File: src/rtl/action_rule_cfg.sv
`default_nettype none
// ============================================================================
// Module   : action_rule_cfg
// Purpose  : Host-command initiator for the action table rule-update port.
//            Optional macro ACTION_CFG_VERIFY_EN adds a read-back check to adds.
// Revision : 1.0  initial release
// ============================================================================
module action_rule_cfg #(
    parameter int ADDR_W  = 6,
    parameter int TIMEOUT = 16
) (
    input  logic              clk,
    input  logic              reset,
    input  logic              cmd_valid,
    output logic              cmd_ready,
    input  logic [1:0]        cmd_op,
    input  logic [ADDR_W-1:0] cmd_addr,
    input  logic [119:0]      cmd_data,
    output logic              ruleSet_valid,
    output logic [129:0]      ruleSet,
    input  logic              result_valid,
    input  logic [119:0]      result,
    output logic              rsp_valid,
    output logic [1:0]        rsp_status,
    output logic [119:0]      rsp_data
);

    localparam logic [1:0]        c_op_read      = 2'd0;
    localparam logic [1:0]        c_op_add       = 2'd1;
    localparam logic [1:0]        c_st_ok        = 2'd0;
    localparam logic [1:0]        c_st_timeout   = 2'd1;
    localparam logic [1:0]        c_st_reject    = 2'd3;
    localparam logic [ADDR_W-1:0] c_default_slot = '1;
    localparam logic [7:0]        c_timeout_last = 8'(TIMEOUT - 1);

    typedef enum logic [2:0] {
        S_IDLE,
        S_ISSUE,
        S_GAP,
        S_WAIT_RSP,
        S_RESP
    } state_t;

    state_t     r_state;
    logic [1:0] r_op;
    logic [7:0] r_cnt;
`ifdef ACTION_CFG_VERIFY_EN
    localparam logic [1:0] c_st_mismatch = 2'd2;
    logic         r_verify;
    logic [119:0] r_data;
`endif

    logic w_accept;
    logic w_reject;
    logic [1:0] w_rd_status;

    assign w_accept = cmd_valid && cmd_ready;
    // The last entry holds the default action and cannot be overwritten by an add.
    assign w_reject = cmd_op[1] || ((cmd_op == c_op_add) && (cmd_addr == c_default_slot));
`ifdef ACTION_CFG_VERIFY_EN
    assign w_rd_status = (r_verify && (result != r_data)) ? c_st_mismatch : c_st_ok;
`else
    assign w_rd_status = c_st_ok;
`endif

    always_ff @(posedge clk) begin
        if (reset) begin
            r_state       <= S_IDLE;
            r_op          <= c_op_read;
            r_cnt         <= '0;
            cmd_ready     <= 1'b1;
            ruleSet_valid <= 1'b0;
            ruleSet       <= '0;
            rsp_valid     <= 1'b0;
            rsp_status    <= c_st_ok;
            rsp_data      <= '0;
`ifdef ACTION_CFG_VERIFY_EN
            r_verify      <= 1'b0;
            r_data        <= '0;
`endif
        end else begin
            ruleSet_valid <= 1'b0;
            rsp_valid     <= 1'b0;
            rsp_status    <= c_st_ok;
            rsp_data      <= '0;
            case (r_state)
                S_IDLE: begin
                    if (w_accept) begin
                        r_op      <= cmd_op;
                        cmd_ready <= 1'b0;
`ifdef ACTION_CFG_VERIFY_EN
                        r_verify  <= 1'b0;
                        r_data    <= cmd_data;
`endif
                        if (w_reject) begin
                            rsp_valid  <= 1'b1;
                            rsp_status <= c_st_reject;
                            r_state    <= S_RESP;
                        end else begin
                            ruleSet_valid <= 1'b1;
                            ruleSet       <= {cmd_op,
                                              (cmd_op == c_op_add) ? cmd_data : 120'b0,
                                              8'(cmd_addr)};
                            r_state       <= S_ISSUE;
                        end
                    end
                end
                S_ISSUE: begin
                    r_cnt <= '0;
                    if (r_op == c_op_add) begin
`ifndef ACTION_CFG_VERIFY_EN
                        rsp_valid  <= 1'b1;
                        rsp_status <= c_st_ok;
`endif
                        r_state <= S_GAP;
                    end else begin
                        r_state <= S_WAIT_RSP;
                    end
                end
                S_GAP: begin
`ifdef ACTION_CFG_VERIFY_EN
                    // Read back the entry just written; ruleSet still holds its index.
                    ruleSet_valid <= 1'b1;
                    ruleSet       <= {c_op_read, 120'b0, ruleSet[7:0]};
                    r_op          <= c_op_read;
                    r_verify      <= 1'b1;
                    r_state       <= S_ISSUE;
`else
                    cmd_ready <= 1'b1;
                    r_state   <= S_IDLE;
`endif
                end
                S_WAIT_RSP: begin
                    // A result arriving on the expiry cycle still takes priority.
                    if (result_valid) begin
                        rsp_valid  <= 1'b1;
                        rsp_status <= w_rd_status;
                        rsp_data   <= result;
                        r_state    <= S_RESP;
                    end else if (r_cnt == c_timeout_last) begin
                        rsp_valid  <= 1'b1;
                        rsp_status <= c_st_timeout;
                        r_state    <= S_RESP;
                    end else begin
                        r_cnt <= r_cnt + 8'd1;
                    end
                end
                S_RESP: begin
                    cmd_ready <= 1'b1;
                    r_state   <= S_IDLE;
                end
                default: begin
                    cmd_ready <= 1'b1;
                    r_state   <= S_IDLE;
                end
            endcase
        end
    end

endmodule
`default_nettype wire

File: config.mk
export PLATFORM = sky130hd
export DESIGN_NAME = action_rule_cfg
export DESIGN_NICKNAME = d
export VERILOG_FILES = /design/src/rtl/action_rule_cfg.sv
export SDC_FILE = /design/constraint.sdc
export NUM_CORES = 1
export LEC_CHECK = 0
export ABC_AREA = 1
export BUFFER_PORTS_ARGS = -buffer_cell sky130_fd_sc_hd__buf_2
export CAP_MARGIN = 15
export CORE_AREA = 2 2 196 198
export CTS_CLUSTER_DIAMETER = 60
export DETAILED_ROUTE_END_ITERATION = 12
export DIE_AREA = 0 0 198 200
export GPL_TIMING_DRIVEN = 0
export PLACE_DENSITY = 0.47
export REMOVE_ABC_BUFFERS = 1
export SYNTH_ARGS = -nofsm -noshare
export SYNTH_HDL_FRONTEND = slang
export SYNTH_SLANG_ARGS = --single-unit
File: constraint.sdc
create_clock -name clk -period 2.1 [get_ports clk]
set_clock_uncertainty 0.2 [all_clocks]
set_input_delay 0 -clock clk [delete_from_list [all_inputs] [get_ports clk]]
set_output_delay 0 -clock clk [all_outputs]
set_load 0.01 [all_outputs]
Yosys cells after proc, flatten, opt, wreduce, memory -nomap -nowiden
Index checks and enable logic that the tools add are counted.
- add/sub/neg operators: 1
- equal/unequal tests: 10
- multiplexer cells: 24
- bitwise gates (word level): 6
- reductions and logical operators: 13
- operators by type and width (cell ; number):
    120-bit 2-to-1 mux ; 1
    8-bit 2-to-1 mux ; 2
    8-bit one-hot mux with 2 select lines ; 1
    3-bit 2-to-1 mux ; 4
    1-bit 2-to-1 mux ; 10
    3-bit one-hot mux with 3 select lines ; 1
    8-bit by 1-bit adder with 8-bit output (second input constant) ; 1
    8-bit by 4-bit == test with 1-bit output (second input constant) ; 1
    6-bit == test (second input constant) ; 1
    2-bit inequality test (second input constant) ; 3
    1-bit NOT ; 6
    2-bit AND reduction ; 3
    3-bit AND reduction ; 2
    3-bit OR reduction ; 2
    2-bit by 1-bit == test with 1-bit output (second input constant) ; 2
    2-bit 2-to-1 mux ; 2
    2-bit one-hot mux with 2 select lines ; 1
    3-bit by 1-bit == test with 1-bit output (second input constant) ; 1
    3-bit by 2-bit == test with 1-bit output (second input constant) ; 1
    3-bit zero test ; 1
    3-bit inequality test (second input constant) ; 1
    1-bit one-hot mux with 3 select lines ; 1
    1-bit logical AND ; 2
    1-bit one-hot mux with 2 select lines ; 1
    other kinds (3) ; 3
- register bits after elaboration: 266
- input bits: 252
- output and inout bits: 255
- logic and storage cells: 63

Depth between registers and ports, before layout
Gate-level depths: netlist of the first run.
- word-level depth: 6
- depth in mapped cells: 9
- gate-level depth less buffers: 9

Worst setup path before layout of the first run
Ideal clock, no wire load.
- path type: register -> register
- start point: register r_cnt[1]
- end point: register r_cnt[6]
- library setup time: 132 ps
- arrival time: 1206 ps
- required time: 1768 ps
- slack: 562 ps
- stages on the path, launching flop included: 9
- buffers on the path: 0
- clock period less this slack: 1538 ps
- cells stage by stage: dfxtp_1 ha_1 nand2_1 nor2_1 nand3_1 nand3_2 nand2_1 nand2_1 a21oi_1
- word-level cells in the longest chain between the ends: 4
- elaborated cells on any way between the ends: 7
- classes of those cells: 1 x add/sub; 2 x eq/ne; 3 x mux; 1 x reduce/logical
- RTL lines (what ; RTL line ; text):
    from (decl) ; 46 ; logic [7:0] r_cnt;
    from (signal assigned) ; 145 ; r_cnt <= r_cnt + 8'd1;
    8-bit by 1-bit adder with 8-bit output ; 145 ;
    8-bit 2-to-1 mux ; 140 ; end else if (r_cnt == c_timeout_last) begin
    8-bit 2-to-1 mux ; 135 ; if (result_valid) begin
    8-bit one-hot mux with 2 select lines ; 86 ; case (r_state)
Parallel ways exist; a longest one is shown, timed or not. The select of a mux whose other input is x is not followed.
A chain may end at the register's enable or synchronous reset.

Worst setup path in the final report of the first run
- start point: input port cmd_op[0]
- end point: register ruleSet[25]
- word-level cells in the longest chain between the ends: 5
- elaborated cells on any way between the ends: 6
- classes of those cells: 1 x eq/ne; 1 x mux; 1 x bitwise; 3 x reduce/logical
- RTL lines (what ; RTL line ; text):
    from (decl) ; 16 ; input logic [1:0] cmd_op,
    2-bit by 1-bit == test with 1-bit output (*) ; 59, 102 ;
    1-bit logical AND ; 59 ; assign w_reject = cmd_op[1] || ((cmd_op == c_op_add) && (cmd_addr == c_default_slot));
    1-bit logical OR ; 59 ;
    1-bit NOT (no line) ; -- ;
    3-bit AND reduction (no line) ; -- ;
    to (signal assigned) ; 101 ; ruleSet <= {cmd_op,
    to (decl) ; 20 ; output logic [129:0] ruleSet,
Mark *: on every way between the ends. The rest lies on a longest branch, timed or not.

==> results.json, run 1 <==
{
  "ir_worst_vdd_v": 0.0004958,
  "synthDominantCellAreaShare_pct": 58.96,
  "root_buffer": "clkbuf_16",
  "synth_xor_area_share_pct": 0.1939,
  "cts_buffer_depth": 3,
  "grt_max_degree": 108,
  "synthMuxAreaShare_pct": 0,
  "drtIter0Drc": 290,
  "combinationalPowerShare_pct": 12.6,
  "rsz0062_at_grt": "no",
  "arrival_ns": 2.18,
  "tritoncts": "yes",
  "cts_buffers": 35,
  "ant_nets": 0,
  "synth_cells": 1085,
  "yosysTopAreaCell": "dfxtp_1",
  "max-cap-violations": 0,
  "setup_violations": 0,
  "p_int_mw": 9.269,
  "end_kind": "flop",
  "yosys.area_share.simple_pct": 20.81,
  "path_clk_slew_ns": 0.06,
  "critPathLaunchType": "primary input",
  "path_class": "primary input to flop",
  "drive_gt1_share_pct": 29.86,
  "max_slew_margin_pct": 26.78,
  "finish.utilization_pct": 45.09,
  "dp_hpwl_um": 24800,
  "grt_pass1_wl_um": 59350,
  "core_um2": 37400,
  "synthesis.area_um2": 9032,
  "io_pins": 507,
  "dieArea_um2": 39600,
  "fp.dieH_um": 200,
  "grt_pass1_vias": 10657,
  "synth.area.top_cells": "dfxtp_1 59%, nand3_1 7.6%, nand2_1 6.6%, inv_1 6.0%, nor2_1 6.0%",
  "seq_power_share_pct": 42.0,
  "synth-adder-area-share_pct": 0.1385,
  "required_ns": 2.31,
  "synth_compound_area_share_pct": 8.491,
  "synth_top_family_by_area": "simple AND/OR/NAND/NOR gates",
  "p_sw_mw": 3.087,
  "slew_violations": 0,
  "p_leak_nw": 8.199,
  "ys.warnings.count": 0,
  "fp.dieW_um": 198,
  "routabilityCongestion": 0.7758,
  "nNetsFinal": 2197,
  "rows": 71,
  "clk-insertion-delay-late_ns": 0.52,
  "seq_area_frac_synth_pct": 58.96,
  "dpl_cell_area_um2": 11960,
  "avgViaCountPerCell": 4.172,
  "firstDrtPassIters": 4,
  "io_buffers": 504,
  "cts_num_sinks": 266,
  "grt_util_met3_pct": 5.444,
  "hold_slack_ns": 0.03558,
  "top_usage_layer": "met2",
  "detail_route.wl_per_cell_um": 15.95,
  "drt_wl_total_um": 39530,
  "initial_core_util_pct": 24.15,
  "antenna_found_initial": 1,
  "status": "completed",
  "hold_class": "primary input to flop",
  "htreeDepth": 2,
  "regToRegSetupSlack_ns": 0.13,
  "ys_ff_latch": 266,
  "switching_share_pct": 24.98,
  "power_density_nw_per_um2": 732.7,
  "synthToLayoutAreaGrowth_pct": 86.72,
  "period_share_pct": 93.86,
  "worstMarginPinSlew_ns": 1.095,
  "grt_overflow": 0,
  "route.detailed.drc": 0,
  "fmax_mhz": 507.4,
  "use_met2_pct": 34.09,
  "synth.avg_cell_area_um2": 8.325,
  "power_frac_clock_pct": 45.4,
  "final_cell_area_um2": 16860,
  "vias": 10339,
  "fin_setup_tns_ns": 0,
  "grtUsageMet1_pct": 21.78,
  "path_max_fanout": 54,
  "period_minus_slack_ns": 1.971,
  "synth.distinct_cells": 25,
  "grt_use_total_pct": 19.36,
  "fill_cells": 3590,
  "hold_violations": 0
}
-- cell usage after synthesis --
cell type  instances
nand4_1            1
nor2_2             1
nand3_1          137
o21bai_1           1
dfxtp_1          266
clkbuf_1          24
a21oi_1           18
inv_2              2
o211ai_1           1
buf_2              5
buf_6             26
nand3_2            2
conb_1             1
ha_1               1
inv_1            145
o21ai_0           45
nor2_1           144
buf_1             12
nand4_2            1
a31oi_1            1
nand2_1          159
nor2_4             1
buf_4              3
o21ai_1           86
xor2_1             2
-- critical path: stages --
cell	delay [ns]
dlygate4sd3_1	0.55
buf_2	0.13
inv_1	0.08
nor2_1	0.13
nand2_1	0.35
nand4_4	0.26
buf_16	0.25
buf_16	0.27
o21ai_0	0.11
-- power groups by stage --
stage | Clock (mW) | Sequential (mW) | Combinational [mW]
final | 5.62 | 5.19 | 1.55
after global routing | 5.99 | 5.19 | 1.69
after CTS | 5.82 | 5.18 | 1.52
after detailed placement | 0 | 5.29 | 0.928
after global placement | 0 | 5.29 | 0.905
after floorplan | 0 | 5.33 | 0.364
-- metrics by stage --
| stage | power [mW] | worst slack [ns] | instances |
|---|---|---|---|
| after floorplan | 5.697 | -2.102 | 1016 |
| after CTS | 12.52 | -0.01001 | 2476 |
| after global placement | 6.196 | -6.351 | 2031 |
| final | 12.36 | 0.1290 | 2478 |
| after global routing | 12.88 | 0.03378 | 2478 |
| after detailed placement | 6.223 | -0.3735 | 2039 |
-- placed cells by master, fill, tap and decap left out, types with 2 or more instances in the layout --
cell / Yosys / layout
clkbuf_16: 0 / 36
nor2_4: 1 / 3
xor2_1: 2 / 2
inv_8: 0 / 2
inv_1: 145 / 145
nand3_4: 0 / 4
nand3_1: 137 / 136
buf_2: 5 / 504
nor2_1: 144 / 142
buf_12: 0 / 4
clkinv_2: 0 / 8
nand2_1: 159 / 159
clkinvlp_4: 0 / 2
dfxtp_1: 266 / 266
o21ai_1: 86 / 86
conb_1: 1 / 2
clkbuf_1: 24 / 4
a21oi_1: 18 / 18
clkbuf_8: 0 / 4
buf_16: 0 / 5
o21ai_0: 45 / 45
nand3_2: 2 / 3
buf_4: 3 / 4
inv_6: 0 / 3
dlygate4sd3_1: 0 / 369
-- cells by family after synthesis --
logic type / Yosys count
other: 1
buffers and inverters: 217
adder cells (fa/ha/maj): 1
flip-flops: 266
AND/OR/NAND/NOR: 446
XOR/XNOR: 2
AO/OA/AOI/OAI: 152
-- repair_timing --
action                                  4_1_cts  5_1_grt
resized for setup                             3        1
endpoints found under the setup margin      164      121
endpoints found under the hold margin       264        0
pin swaps                                     2        1
gates cloned                                  5        0
buffers inserted                              4        1
hold buffers                                369        0
-- flip-flops by register name, summed over array words and instances (netlist names) --
register	flops
ruleSet	128
rsp_status	2
rsp_valid	1
cmd_ready	1
r_state	3
ruleSet_valid	1
r_op	2
rsp_data	120
r_cnt	8
-- routing by layer --
metal | up-vias | part of all wire (%)
met4 | 0 | 3.8
met1 | 4737 | 41
li1 | 5134 | -
met2 | 398 | 48
met5 | - | 0
met3 | 70 | 7.7
-- final timing paths --
| path | from | cells past startpoint | end |
|---|---|---|---|
| max | cmd_op[0] | 9 | ruleSet[25] |
| min | result[47] | 4 | rsp_data[47] |
| max reg2reg | r_state[2] | 8 | ruleSet[47] |
| min reg2reg | ruleSet[2] | 2 | ruleSet[2] |
-- cell type report --
cell class	instances	area, um^2	share of cell area, %
Clock buffer	44	970.9	5.757
Timing Repair Buffer	886	6464	38.33
Inverter	147	556.8	3.301
Sequential cell	266	5325	31.58
Tap cell	511	639.4	3.791
Antenna cell	1	2.502	0.01484
Clock inverter	15	111.4	0.6603
Multi-Input combinational cell	608	2795	16.57
Power figures use the tool's default switching activity.
==> run 2, diff against run 1 <==
--- a/config.mk
+++ b/config.mk
@@ -14,6 +14,7 @@
 export DIE_AREA = 0 0 198 200
 export GPL_TIMING_DRIVEN = 0
 export PLACE_DENSITY = 0.47
+export RECOVER_POWER = 50
 export REMOVE_ABC_BUFFERS = 1
 export SYNTH_ARGS = -nofsm -noshare
 export SYNTH_HDL_FRONTEND = slang
==> constraint.sdc (replaced) <==
create_clock -name clk -period 2.25 [get_ports clk]
set_clock_uncertainty 0.2 [all_clocks]
set_input_delay 0 -clock clk [delete_from_list [all_inputs] [get_ports clk]]
set_output_delay 0 -clock clk [all_outputs]
set_load 0.01 [all_outputs]
==> run 2 against run 1 <==
Against the previous run:
- sequential share of layout area grew 0.61 points
- critical path depth shrank 3
- via count grew 0.35%
- highest routed layer unchanged
- largest cell class unchanged
- critical path type is now flop to flop
- die area is the same
- hold slack is essentially flat
- final area shrank 1.9%
- final cell count is essentially flat
==> results.json, run 2 (synthesis results as in run 1) <==
{
  "r2r_cells": 6,
  "rows": 71,
  "io_pins": 507,
  "avgViaCountPerCell": 4.185,
  "drive_gt1_share_pct": 17.08,
  "hold_class": "primary input to flop",
  "hold_violations": 0,
  "synthToLayoutAreaGrowth_pct": 83.24,
  "critPathLaunchType": "flop",
  "cts_buffer_depth": 3,
  "tritoncts": "yes",
  "path_class": "flop to flop",
  "dp_hpwl_um": 24800,
  "final_common_cell": "dlygate4sd3_1",
  "htreeDepth": 2,
  "nNetsFinal": 2198,
  "initial_core_util_pct": 24.15,
  "power_density_nw_per_um2": 695.9,
  "arrival_ns": 2.37,
  "pre_cts_ws_ns": -0.2235,
  "vias": 10375,
  "final_cells": 2479,
  "max_flop_register": "ruleSet",
  "fill_cells": 3715,
  "drtIter0Drc": 305,
  "fmax_mhz": 467.2,
  "dpl_cell_area_um2": 11960,
  "dp.cells": 2039,
  "p_leak_nw": 7.109,
  "worstMarginPinSlew_ns": 0.6947,
  "cts_num_sinks": 266,
  "setup_slack_ns": 0.1094,
  "antenna_found_initial": 1,
  "grt_pass1_wl_um": 58890,
  "route.detailed.drc": 0,
  "fp.dieW_um": 198,
  "final_cell_area_um2": 16550,
  "io_buffers": 504,
  "detail_route.wl_per_cell_um": 15.87,
  "period_share_pct": 95.14,
  "path_max_fanout": 10,
  "grt_pass1_vias": 10609,
  "max_slew_margin_pct": 53.55,
  "power.total_mw": 11.52,
  "setup_violations": 0,
  "grt_max_degree": 108,
  "routabilityCongestion": 0.7758,
  "end_kind": "flop",
  "largestRegisters": "ruleSet: 128 flops, rsp_data: 120 flops, r_cnt: 8 flops",
  "rsz0062_at_grt": "no",
  "max-cap-violations": 0,
  "period_minus_slack_ns": 2.141,
  "hold_slack_ns": 0.03520,
  "fp.dieH_um": 200,
  "dieArea_um2": 39600,
  "ir_worst_vdd_v": 0.0004655,
  "ant_nets": 0,
  "hold_depth": 4,
  "cts_buffers": 35,
  "multi_input_area_um2": 2781,
  "layout_common_cells": "369 x dlygate4sd3_1, 265 x dfxtp_1, 257 x clkbuf_1, 251 x buf_2, 159 x nand2_1",
  "path_clk_slew_ns": 0.06,
  "firstDrtPassIters": 5,
  "largest_register_ff_count": 128,
  "slew_violations": 0,
  "grt_overflow": 0,
  "core_um2": 37400,
  "root_buffer": "clkbuf_16",
  "register_area_um2": 5326,
  "required_ns": 2.48,
  "clk-insertion-delay-late_ns": 0.52,
  "status": "completed",
  "grt_use_total_pct": 19.18,
  "drt_wl_total_um": 39340
}
[run 2: changes by cell type in the layout (fill, tap and decap cells not counted)]
cell,delta
ha_2,+1
nand3_2,-1
dfxtp_1,-1
nand4_1,+1
buf_2,-253
dfxtp_2,+1
buf_4,+2
ha_1,-1
clkbuf_1,+253
nand4_2,-1
[run 2: where the power goes]
group          switching [mW]  internal, mW  leakage (nW)  total, mW
Sequential             0.0451          4.80          2.15       4.84
Combinational           0.672         0.756          4.43       1.43
Clock                    2.17          3.08         0.537       5.25
[run 2: what timing repair did]
item | CTS | global route
pin swaps | 4 | 2
endpoints found under the setup margin | 135 | 137
endpoints found under the hold margin | 264 | 0
hold buffers | 370 | 0
resized for setup | 1 | 6
setup buffers | 2 | 4
cloned | 4 | 0
[run 2: final timing paths]
check / from / endpoint / slack (ns)
setup / recovery: r_state[2] / ruleSet[62] / 0.11
hold / removal: result[91] / rsp_data[91] / 0.04
hold reg to reg: ruleSet[2] / ruleSet[2] / 0.25
setup reg to reg: r_state[2] / ruleSet[62] / 0.11
[run 2: metal layers]
metal  GRT usage (%)  part of all wire (%)  vias up
met5               0                     0        -
met4           8.883                   4.1        0
met3           5.460                   7.6       76
met2           33.69                    47      420
met1           21.58                    41     4737
li1                -                     -     5142
[run 2: worst max-delay path, cell delays in order, from the launching register on]
cell and delay (ns):
dfxtp_1 0.34, nor2_1 0.16, nand2_1 0.13, nor2_4 0.18, buf_4 0.15, nand4_1 0.53, o21ai_1 0.36
[run 2: area by class of cell]
type / instances / area share, %
diodes: 1 / 0.01512
clock buffers: 44 / 5.866
clock inverters: 15 / 0.6728
inverters: 147 / 3.364
multi-input cells: 607 / 16.81
flip-flops and latches: 266 / 32.18
well taps: 511 / 3.863
repair buffers: 888 / 37.23
[run 2: per-stage QoR]
step | utilization (%) | TNS, ns
2_1_floorplan | - | -461.55
3_3_place_gp | 31.34 | -1252.18
3_5_place_dp | 31.98 | -20.31
4_1_cts | 44.97 | 0
5_1_grt | 44.25 | 0
6_report | 44.25 | 0
